<file path="src/rtl/saph_fpu_arb.sv">
// saph_fpu_arb: shares one fixed-latency FPU between GPUS request ports and routes each result back by tag.
// Arbitration is fixed priority (port 0 highest) unless SAPH_FPU_ARB_RR_EN is defined, which selects round-robin.
module saph_fpu_arb #(
    parameter int GPUS    = 4,
    parameter int LATENCY = 3,
    parameter int W       = 32
) (
    input  logic                         clk,
    input  logic                         rst,
    input  logic [GPUS-1:0]              gpu_d_trig,
    output logic [GPUS-1:0]              gpu_d_ready,
    input  logic [GPUS*W-1:0]            gpu_d_lhs,
    input  logic [GPUS*W-1:0]            gpu_d_rhs,
    input  logic [GPUS*2-1:0]            gpu_d_mode,
    output logic [GPUS-1:0]              gpu_q_trig,
    output logic [W-1:0]                 gpu_q_res,
    output logic                         fpu_d_trig,
    input  logic                         fpu_d_ready,
    output logic [W-1:0]                 fpu_d_lhs,
    output logic [W-1:0]                 fpu_d_rhs,
    output logic [1:0]                   fpu_d_mode,
    input  logic                         fpu_q_trig,
    input  logic [W-1:0]                 fpu_q_res,
    output logic [$clog2(LATENCY+1)-1:0] inflight,
    output logic                         err
);

    localparam int IDX_W = (GPUS > 1) ? $clog2(GPUS) : 1;
    localparam int CNT_W = $clog2(LATENCY + 1);

    generate
        if (GPUS < 1 || LATENCY < 1) begin : g_param_check
            $error("saph_fpu_arb: GPUS and LATENCY must both be >= 1");
        end
    endgenerate

    logic [GPUS-1:0]  req;
    logic [GPUS-1:0]  grant;
    logic             grant_any;
    logic [IDX_W-1:0] grant_idx;

    logic [W-1:0]     lhs_slice  [GPUS];
    logic [W-1:0]     rhs_slice  [GPUS];
    logic [1:0]       mode_slice [GPUS];

    logic             tag_valid_reg [LATENCY];
    logic [IDX_W-1:0] tag_idx_reg   [LATENCY];
    logic             tag_out_valid;
    logic [IDX_W-1:0] tag_out_idx;

    logic [CNT_W-1:0] inflight_reg;
    logic             err_reg;

    // Nothing can be granted while in reset or while the FPU is not accepting.
    assign req = (rst || !fpu_d_ready) ? '0 : gpu_d_trig;

`ifdef SAPH_FPU_ARB_RR_EN
    logic [IDX_W-1:0] ptr_reg;

    // Winner is the requester with the smallest wrapped distance from the pointer.
    always_comb begin
        int dist;
        int best_dist;
        grant_any = 1'b0;
        grant_idx = '0;
        best_dist = GPUS;
        dist      = 0;
        for (int i = 0; i < GPUS; i++) begin
            dist = (i >= int'(ptr_reg)) ? (i - int'(ptr_reg)) : (i + GPUS - int'(ptr_reg));
            if (req[i] && (dist < best_dist)) begin
                best_dist = dist;
                grant_any = 1'b1;
                grant_idx = IDX_W'(i);
            end
        end
    end

    always_ff @(posedge clk) begin
        if (rst) begin
            ptr_reg <= '0;
        end else if (grant_any) begin
            ptr_reg <= (grant_idx == IDX_W'(GPUS - 1)) ? '0 : grant_idx + 1'b1;
        end
    end
`else
    always_comb begin
        grant_any = 1'b0;
        grant_idx = '0;
        for (int i = GPUS - 1; i >= 0; i--) begin
            if (req[i]) begin
                grant_any = 1'b1;
                grant_idx = IDX_W'(i);
            end
        end
    end
`endif

    genvar gi;
    generate
        for (gi = 0; gi < GPUS; gi++) begin : g_port
            assign grant[gi]      = grant_any && (grant_idx == IDX_W'(gi));
            assign lhs_slice[gi]  = gpu_d_lhs[gi*W +: W];
            assign rhs_slice[gi]  = gpu_d_rhs[gi*W +: W];
            assign mode_slice[gi] = gpu_d_mode[gi*2 +: 2];
            assign gpu_q_trig[gi] = !rst && fpu_q_trig && tag_out_valid
                                    && (tag_out_idx == IDX_W'(gi));
        end
    endgenerate

    assign gpu_d_ready = grant;
    assign fpu_d_trig  = grant_any;

    // AND-OR mux keeps the FPU operands at zero whenever nothing is granted.
    always_comb begin
        fpu_d_lhs  = '0;
        fpu_d_rhs  = '0;
        fpu_d_mode = '0;
        for (int i = 0; i < GPUS; i++) begin
            if (grant[i]) begin
                fpu_d_lhs  = fpu_d_lhs | lhs_slice[i];
                fpu_d_rhs  = fpu_d_rhs | rhs_slice[i];
                fpu_d_mode = fpu_d_mode | mode_slice[i];
            end
        end
    end

    assign tag_out_valid = tag_valid_reg[LATENCY-1];
    assign tag_out_idx   = tag_idx_reg[LATENCY-1];

    // A tag is pushed every cycle; the one at the tail lines up with this cycle's FPU result.
    always_ff @(posedge clk) begin
        if (rst) begin
            for (int k = 0; k < LATENCY; k++) begin
                tag_valid_reg[k] <= 1'b0;
                tag_idx_reg[k]   <= '0;
            end
            inflight_reg <= '0;
            err_reg      <= 1'b0;
        end else begin
            tag_valid_reg[0] <= grant_any;
            tag_idx_reg[0]   <= grant_idx;
            for (int k = 1; k < LATENCY; k++) begin
                tag_valid_reg[k] <= tag_valid_reg[k-1];
                tag_idx_reg[k]   <= tag_idx_reg[k-1];
            end
            inflight_reg <= inflight_reg + CNT_W'(grant_any) - CNT_W'(tag_out_valid);
            if (fpu_q_trig != tag_out_valid) begin
                err_reg <= 1'b1;
            end
        end
    end

    assign gpu_q_res = fpu_q_res;
    assign inflight  = inflight_reg;
    assign err       = err_reg;

endmodule

</file>
<file path="config.mk">
export PLATFORM = sky130hd
export DESIGN_NAME = saph_fpu_arb
export DESIGN_NICKNAME = d
export VERILOG_FILES = /design/src/rtl/saph_fpu_arb.sv
export SDC_FILE = /design/constraint.sdc
export NUM_CORES = 1
export LEC_CHECK = 0
export ABC_AREA = 1
export BUFFER_PORTS_ARGS = -buffer_cell sky130_fd_sc_hd__buf_2
export CORE_AREA = 3 3 160 162
export DETAILED_ROUTE_END_ITERATION = 8
export DIE_AREA = 0 0 163 165
export GPL_ROUTABILITY_DRIVEN = 0
export GPL_TIMING_DRIVEN = 0
export PLACE_DENSITY_LB_ADDON = 0.05
export SLEW_MARGIN = 40
export SYNTH_ARGS = -nofsm -noshare
export SYNTH_HDL_FRONTEND = slang
export SYNTH_SLANG_ARGS = --single-unit
export TNS_END_PERCENT = 50
</file>
<file path="constraint.sdc">
create_clock -name clk -period 5.3 [get_ports clk]
set_clock_uncertainty 0.05 [all_clocks]
set_input_delay 1.06 -clock clk [delete_from_list [all_inputs] [get_ports clk]]
set_output_delay 1.06 -clock clk [all_outputs]
set_load 0.01 [all_outputs]
</file>
### Word level (Yosys, flattened, before mapping)

Memories as Yosys holds them, arrays and structs flattened.
Index checks and enable logic that the tools add are counted.
Widths: inputs -> output; s select.

* memories: 2
* logic and storage cells: 73
* RAM bits: 9
* register bits after elaboration: 3

Memory list
* tag_idx_reg: words 3, bits a word 2, rd ports 3, clocked after memory_dff 0, wr ports 3, line 47 `logic [IDX_W-1:0] tag_idx_reg [LATENCY];`
* tag_valid_reg: words 3, bits a word 1, rd ports 3, clocked after memory_dff 0, wr ports 3, line 46 `logic tag_valid_reg [LATENCY];`

* mux-type cells: 30
* add/sub/neg operators: 2
* equality and inequality tests: 7
* reductions and logical operators: 15
* bitwise gates (word level): 15

Operator list (count)
* $mux 32: 8
* $or 32x32->32: 6
* $mux 2: 11
* $logic_and 1x1->1: 10
* $mux 1: 10
* $eq 2x2->1 const B: 4
* $or 1x1->1: 6
* $or 2x2->2: 3
* $eq 2x1->1 const B: 2
* $logic_not 2->1: 2
* $mux 4: 1
* $add 2x1->2: 1
* $logic_not 1->1: 2
* $sub 2x1->2: 1
* $logic_or 1x1->1: 1
* $ne 1x1->1: 1

### Depth between registers and ports, before layout

* depth after elaboration: 16
* depth in mapped cells: 10
* depth with buffers taken out: 8

### Worst setup path after synthesis

No wires, ideal clock.

* path kind: input port to output port
* start point: in rst
* end point: out fpu_d_lhs[11]
* cell stages on the path: 8
* path slack: 2.223 ns
* arrival time: 1.967 ns
* required time: 4.190 ns
* path buffers: 3
* cells stage by stage: buf_6 > inv_4 > nand2_4 > nor2_4 > buf_4 > buf_2 > nand4_1 > nand3_1

* longest elaborated chain between the ends: 15

RTL lines
* start: declaration: line 9 `input logic rst,`
* $logic_or 1x1->1 (*): line 55 `assign req = (rst || !fpu_d_ready) ? '0 : gpu_d_trig;`
* $mux 4 (*): line 55
* $mux 2 (4 in a row): line 90 `if (req[i]) begin`
* $logic_not 2->1: line 101 `assign grant[gi] = grant_any && (grant_idx == IDX_W'(gi));`
* $logic_and 1x1->1: line 101
* $mux 32: line 119 `if (grant[i]) begin`
* $or 32x32->32: line 120 `fpu_d_lhs = fpu_d_lhs | lhs_slice[i];`
* $mux 32: line 119
* $or 32x32->32: line 120
* $mux 32: line 119
* $or 32x32->32: line 120
* $mux 32 (*): line 119
* end: declaration: line 19 `output logic [W-1:0] fpu_d_lhs,`

Mark *: on every way between the ends. The rest lies on a longest branch, timed or not.

### Final worst setup path

* start point: in gpu_d_trig[0]
* end point: out fpu_d_lhs[22]

* longest elaborated chain between the ends: 11

RTL lines
* start: declaration: line 10 `input logic [GPUS-1:0] gpu_d_trig,`
* $mux 4 (*): line 55
* $mux 2: line 90
* $logic_not 2->1: line 101
* $logic_and 1x1->1: line 101
* $mux 32: line 119
* $or 32x32->32: line 120
* $mux 32: line 119
* $or 32x32->32: line 120
* $mux 32: line 119
* $or 32x32->32: line 120
* $mux 32 (*): line 119

Marks and branches as above.

==> impl_metrics.json <==
{
  "run_status": "completed",
  "vdd_ir_drop_max_mv": 0.0789,
  "post_synth_inst_count": 633,
  "routed_wire_length_per_instance_um": 17.7,
  "register_clock_pin_slew_on_the_reported_worst_setup_and_hold_paths_ps": 40,
  "cts_hold_repair.buffers": 0,
  "syn_nets": 939,
  "critical_path.max_fanout": 10,
  "fin_crit_ps": 3600,
  "ys_dominant_reg_cell": "dfxtp_1",
  "clockRootBuffer": "clkbuf_16",
  "initial_antenna_violation_count": 6,
  "critPathCaptureType": "output port",
  "area_of_all_sequential_standard_cells_um2": 240,
  "reg2reg_slack_ps": 3950,
  "synth_top_family_by_area": "simple AND/OR/NAND/NOR gates",
  "layout.cells.non_filler": 1344,
  "r2r_start": "inflight[0]$_SDFF_PP0_",
  "detail_route.vias_per_cell": 4.35,
  "number_of_sinks_driven_by_the_clock_tree": 12,
  "core_area_mm2": 0.0242,
  "height_of_the_die_um": 165,
  "detailedRoute.firstIterationViolations": 332,
  "synth_top_cell_by_area": "nand4_1",
  "worst_r2r_path_depth": 7,
  "post_synth_xor_area_fraction_pct": 0.501,
  "largest_reg_flops": 6,
  "holdPathEnd": "tag_idx_reg[0][3]$_SDFF_PP0_",
  "tritoncts_clock_tree": "built",
  "cts_repair_resize_count": 0,
  "cts_setup_buffers": 0,
  "grt.overflow.total": 0,
  "firstDrtPassIters": 4,
  "worst_path_largest_cell_delay_ps": 330,
  "crit_path_start_kind": "input pin",
  "fraction_of_final_layout_cells_sized_beyond_drive_strength_1_pct": 46.9,
  "whs_path_depth": 2,
  "finalCritPeriodShare_pct": 68.0,
  "grt_setup_unrepaired": "false",
  "grt_max_degree": 11,
  "report.final.hold_viol_count": 0,
  "timing.critical_path.cells": "buf_2, inv_1, buf_2, buf_2, nand4_1, nand2_1, inv_1, nand3_1, buf_2",
  "min-delay-path-class": "reg2reg",
  "synth.yosys.seq_area_share_pct": 6.88,
  "cts.path.max_buffers": 2,
  "synth_enable_flop_cells": 0,
  "routed_wl_mm": 23.9,
  "port_buffers": 379,
  "p_leak_nw": 3.35,
  "timing.fmax_mhz": 277,
  "crit_path_frequent_cell": "buf_2",
  "syn_to_final_growth_pct": 68.7,
  "cp.required_ps": 4190,
  "arrival_ps": 2490,
  "ys_top_cells_by_area": "nand4_1, nand2_1, nand3_1",
  "power_per_cell_area_mw_per_mm2": 112,
  "post_synth_mux_area_share_pct": 0,
  "grt_pass1_vias": 5991,
  "hold_path_startpoint": "tag_idx_reg[0][1]$_SDFF_PP0_",
  "final_nets": 1323,
  "timing.final.setup_violations": 0,
  "placed_cells_incl_taps": 1336,
  "routed-via-count": 5842,
  "setup.worst_path.class": "in2out",
  "timing.hold.ws_ps": 348,
  "synth_compound_gate_area_share_pct": 1.33,
  "fp.dieArea_mm2": 0.0269,
  "synth_simple_gate_area_share_pct": 63.5,
  "htree_levels": 1,
  "top_area_cell_type_share_of_the_netlist_area_pct": 35.5,
  "fp-row-count": 57,
  "timing_worst_slew_pin_value_ps": 594,
  "synthAdderAreaFrac_pct": 0.716,
  "yosysWarnings": 0,
  "worst_slew_margin_rel_pct": 60.4,
  "timing.final.max_slew_violations": 0,
  "initial_util_pct": 14.4,
  "cts_made_buffers": 3,
  "number_of_i_o_pins": 414,
  "maxCapViolations": 0,
  "synth.ff_latch_count": 12,
  "ant_nets": 0,
  "multi_input_comb_area_mm2": 0.00231,
  "post-route-drc-count": 0,
  "dp_hpwl_mm": 19.8,
  "crit_path_top_delay_cell": "buf_2",
  "post_synth.cell_area_avg_um2": 5.52,
  "netlist-cell-type-count": 24,
  "final.setup.tns_ps": 0,
  "globalRouteTotalUtil_pct": 16.1,
  "clk_latency_ps": 240,
  "die_width_um": 163,
  "ys_async_sr_fraction_pct": 0,
  "fillers": 2961,
  "grt_pass1_wl_mm": 34.2,
  "worst_r2r_endpoint": "inflight[1]$_SDFF_PP0_",
  "cell_area_synth_mm2": 0.00349
}
==> layout by cell type (no fill, tap or decap) <==
cell,count
nand2_1,134
nand2_4,1
a21oi_1,2
nand2_2,1
xnor2_1,1
buf_6,6
nand3_1,68
nor2_4,3
clkbuf_8,1
inv_4,1
nor2_1,12
inv_2,1
clkbuf_16,3
inv_1,82
buf_4,38
o21ai_4,1
clkbuf_1,17
o21ai_0,4
nor3_1,4
dfxtp_1,12
nor2_8,1
xor2_1,1
buf_2,419
nand4_1,198
ha_1,2
buf_1,3
diode_2,4
==> report_power, final <==
part           leakage [nW]  switching [mW]  internal [mW]
Clock                0.0442          0.0373          0.114
Sequential           0.0988         0.00282         0.0969
Combinational          3.21           0.227          0.184
==> cell type report <==
| cell class | count | area share (%) |
|---|---|---|
| Sequential cell | 12 | 4.08 |
| Buffer | 104 | 10.7 |
| Multi-Input combinational cell | 433 | 39.1 |
| Tap cell | 324 | 6.88 |
| Inverter | 84 | 5.39 |
| Antenna cell | 4 | 0.170 |
| Timing Repair Buffer | 379 | 32.2 |
| Clock buffer | 4 | 1.51 |
==> routing by layer <==
layer | GRT usage, % | wire length [µm]
met4 | 2.54 | 308
met2 | 29.5 | 12200
met3 | 2.96 | 1570
met1 | 20.0 | 9800
met5 | 0 | 17
==> worst max-delay path, delay by kind of cell <==
| kind | cells | cell delay [ps] |
|---|---|---|
| and+or+nand+nor | 3 | 330 |
| buffers and inverters | 6 | 1100 |
==> cell families after synthesis <==
kind of cell / count (synthesis)
flip-flops: 12
AO/OA/AOI/OAI: 7
AND/OR/NAND/NOR: 422
XOR/XNOR: 2
adder cells (fa/ha/maj): 2
buffers and inverters: 188
==> how the worst max path moves through the flow <==
| stage | startpoint | end | depth (start not counted) |
|---|---|---|---|
| final | gpu_d_trig[0] | fpu_d_lhs[22] | 9 |
| after global routing | gpu_d_trig[0] | fpu_d_rhs[23] | 9 |
| after CTS | gpu_d_trig[1] | fpu_d_rhs[20] | 6 |
| after detailed placement | gpu_d_trig[1] | fpu_d_rhs[20] | 6 |
| after global placement | gpu_d_trig[0] | fpu_d_lhs[22] | 9 |
| after floorplan | rst | fpu_d_lhs[11] | 8 |
==> Yosys cell counts, types with 2 or more instances <==
cell type and number:
a21oi_1 2, buf_1 3, buf_2 40, buf_4 38, buf_6 6, clkbuf_1 17
dfxtp_1 12, ha_1 2, inv_1 82, nand2_1 134, nand3_1 68, nand4_1 198
nor2_1 12, nor2_4 3, nor3_1 4, o21ai_0 4
==> stage by stage <==
stage | utilization [%] | power [mW] | cell area (µm²) | setup slack, ps
2_1_floorplan | - | 0.298 | 3490 | 2220
3_3_place_gp | 23.9 | 0.521 | 5800 | 1630
3_5_place_dp | 23.9 | 0.519 | 5800 | 1580
4_1_cts | 24.3 | 0.675 | 5880 | 1580
5_1_grt | 24.3 | 0.717 | 5890 | 1500
6_report | 24.3 | 0.662 | 5890 | 1700
Note: power is estimated with default switching activity, not from simulation.
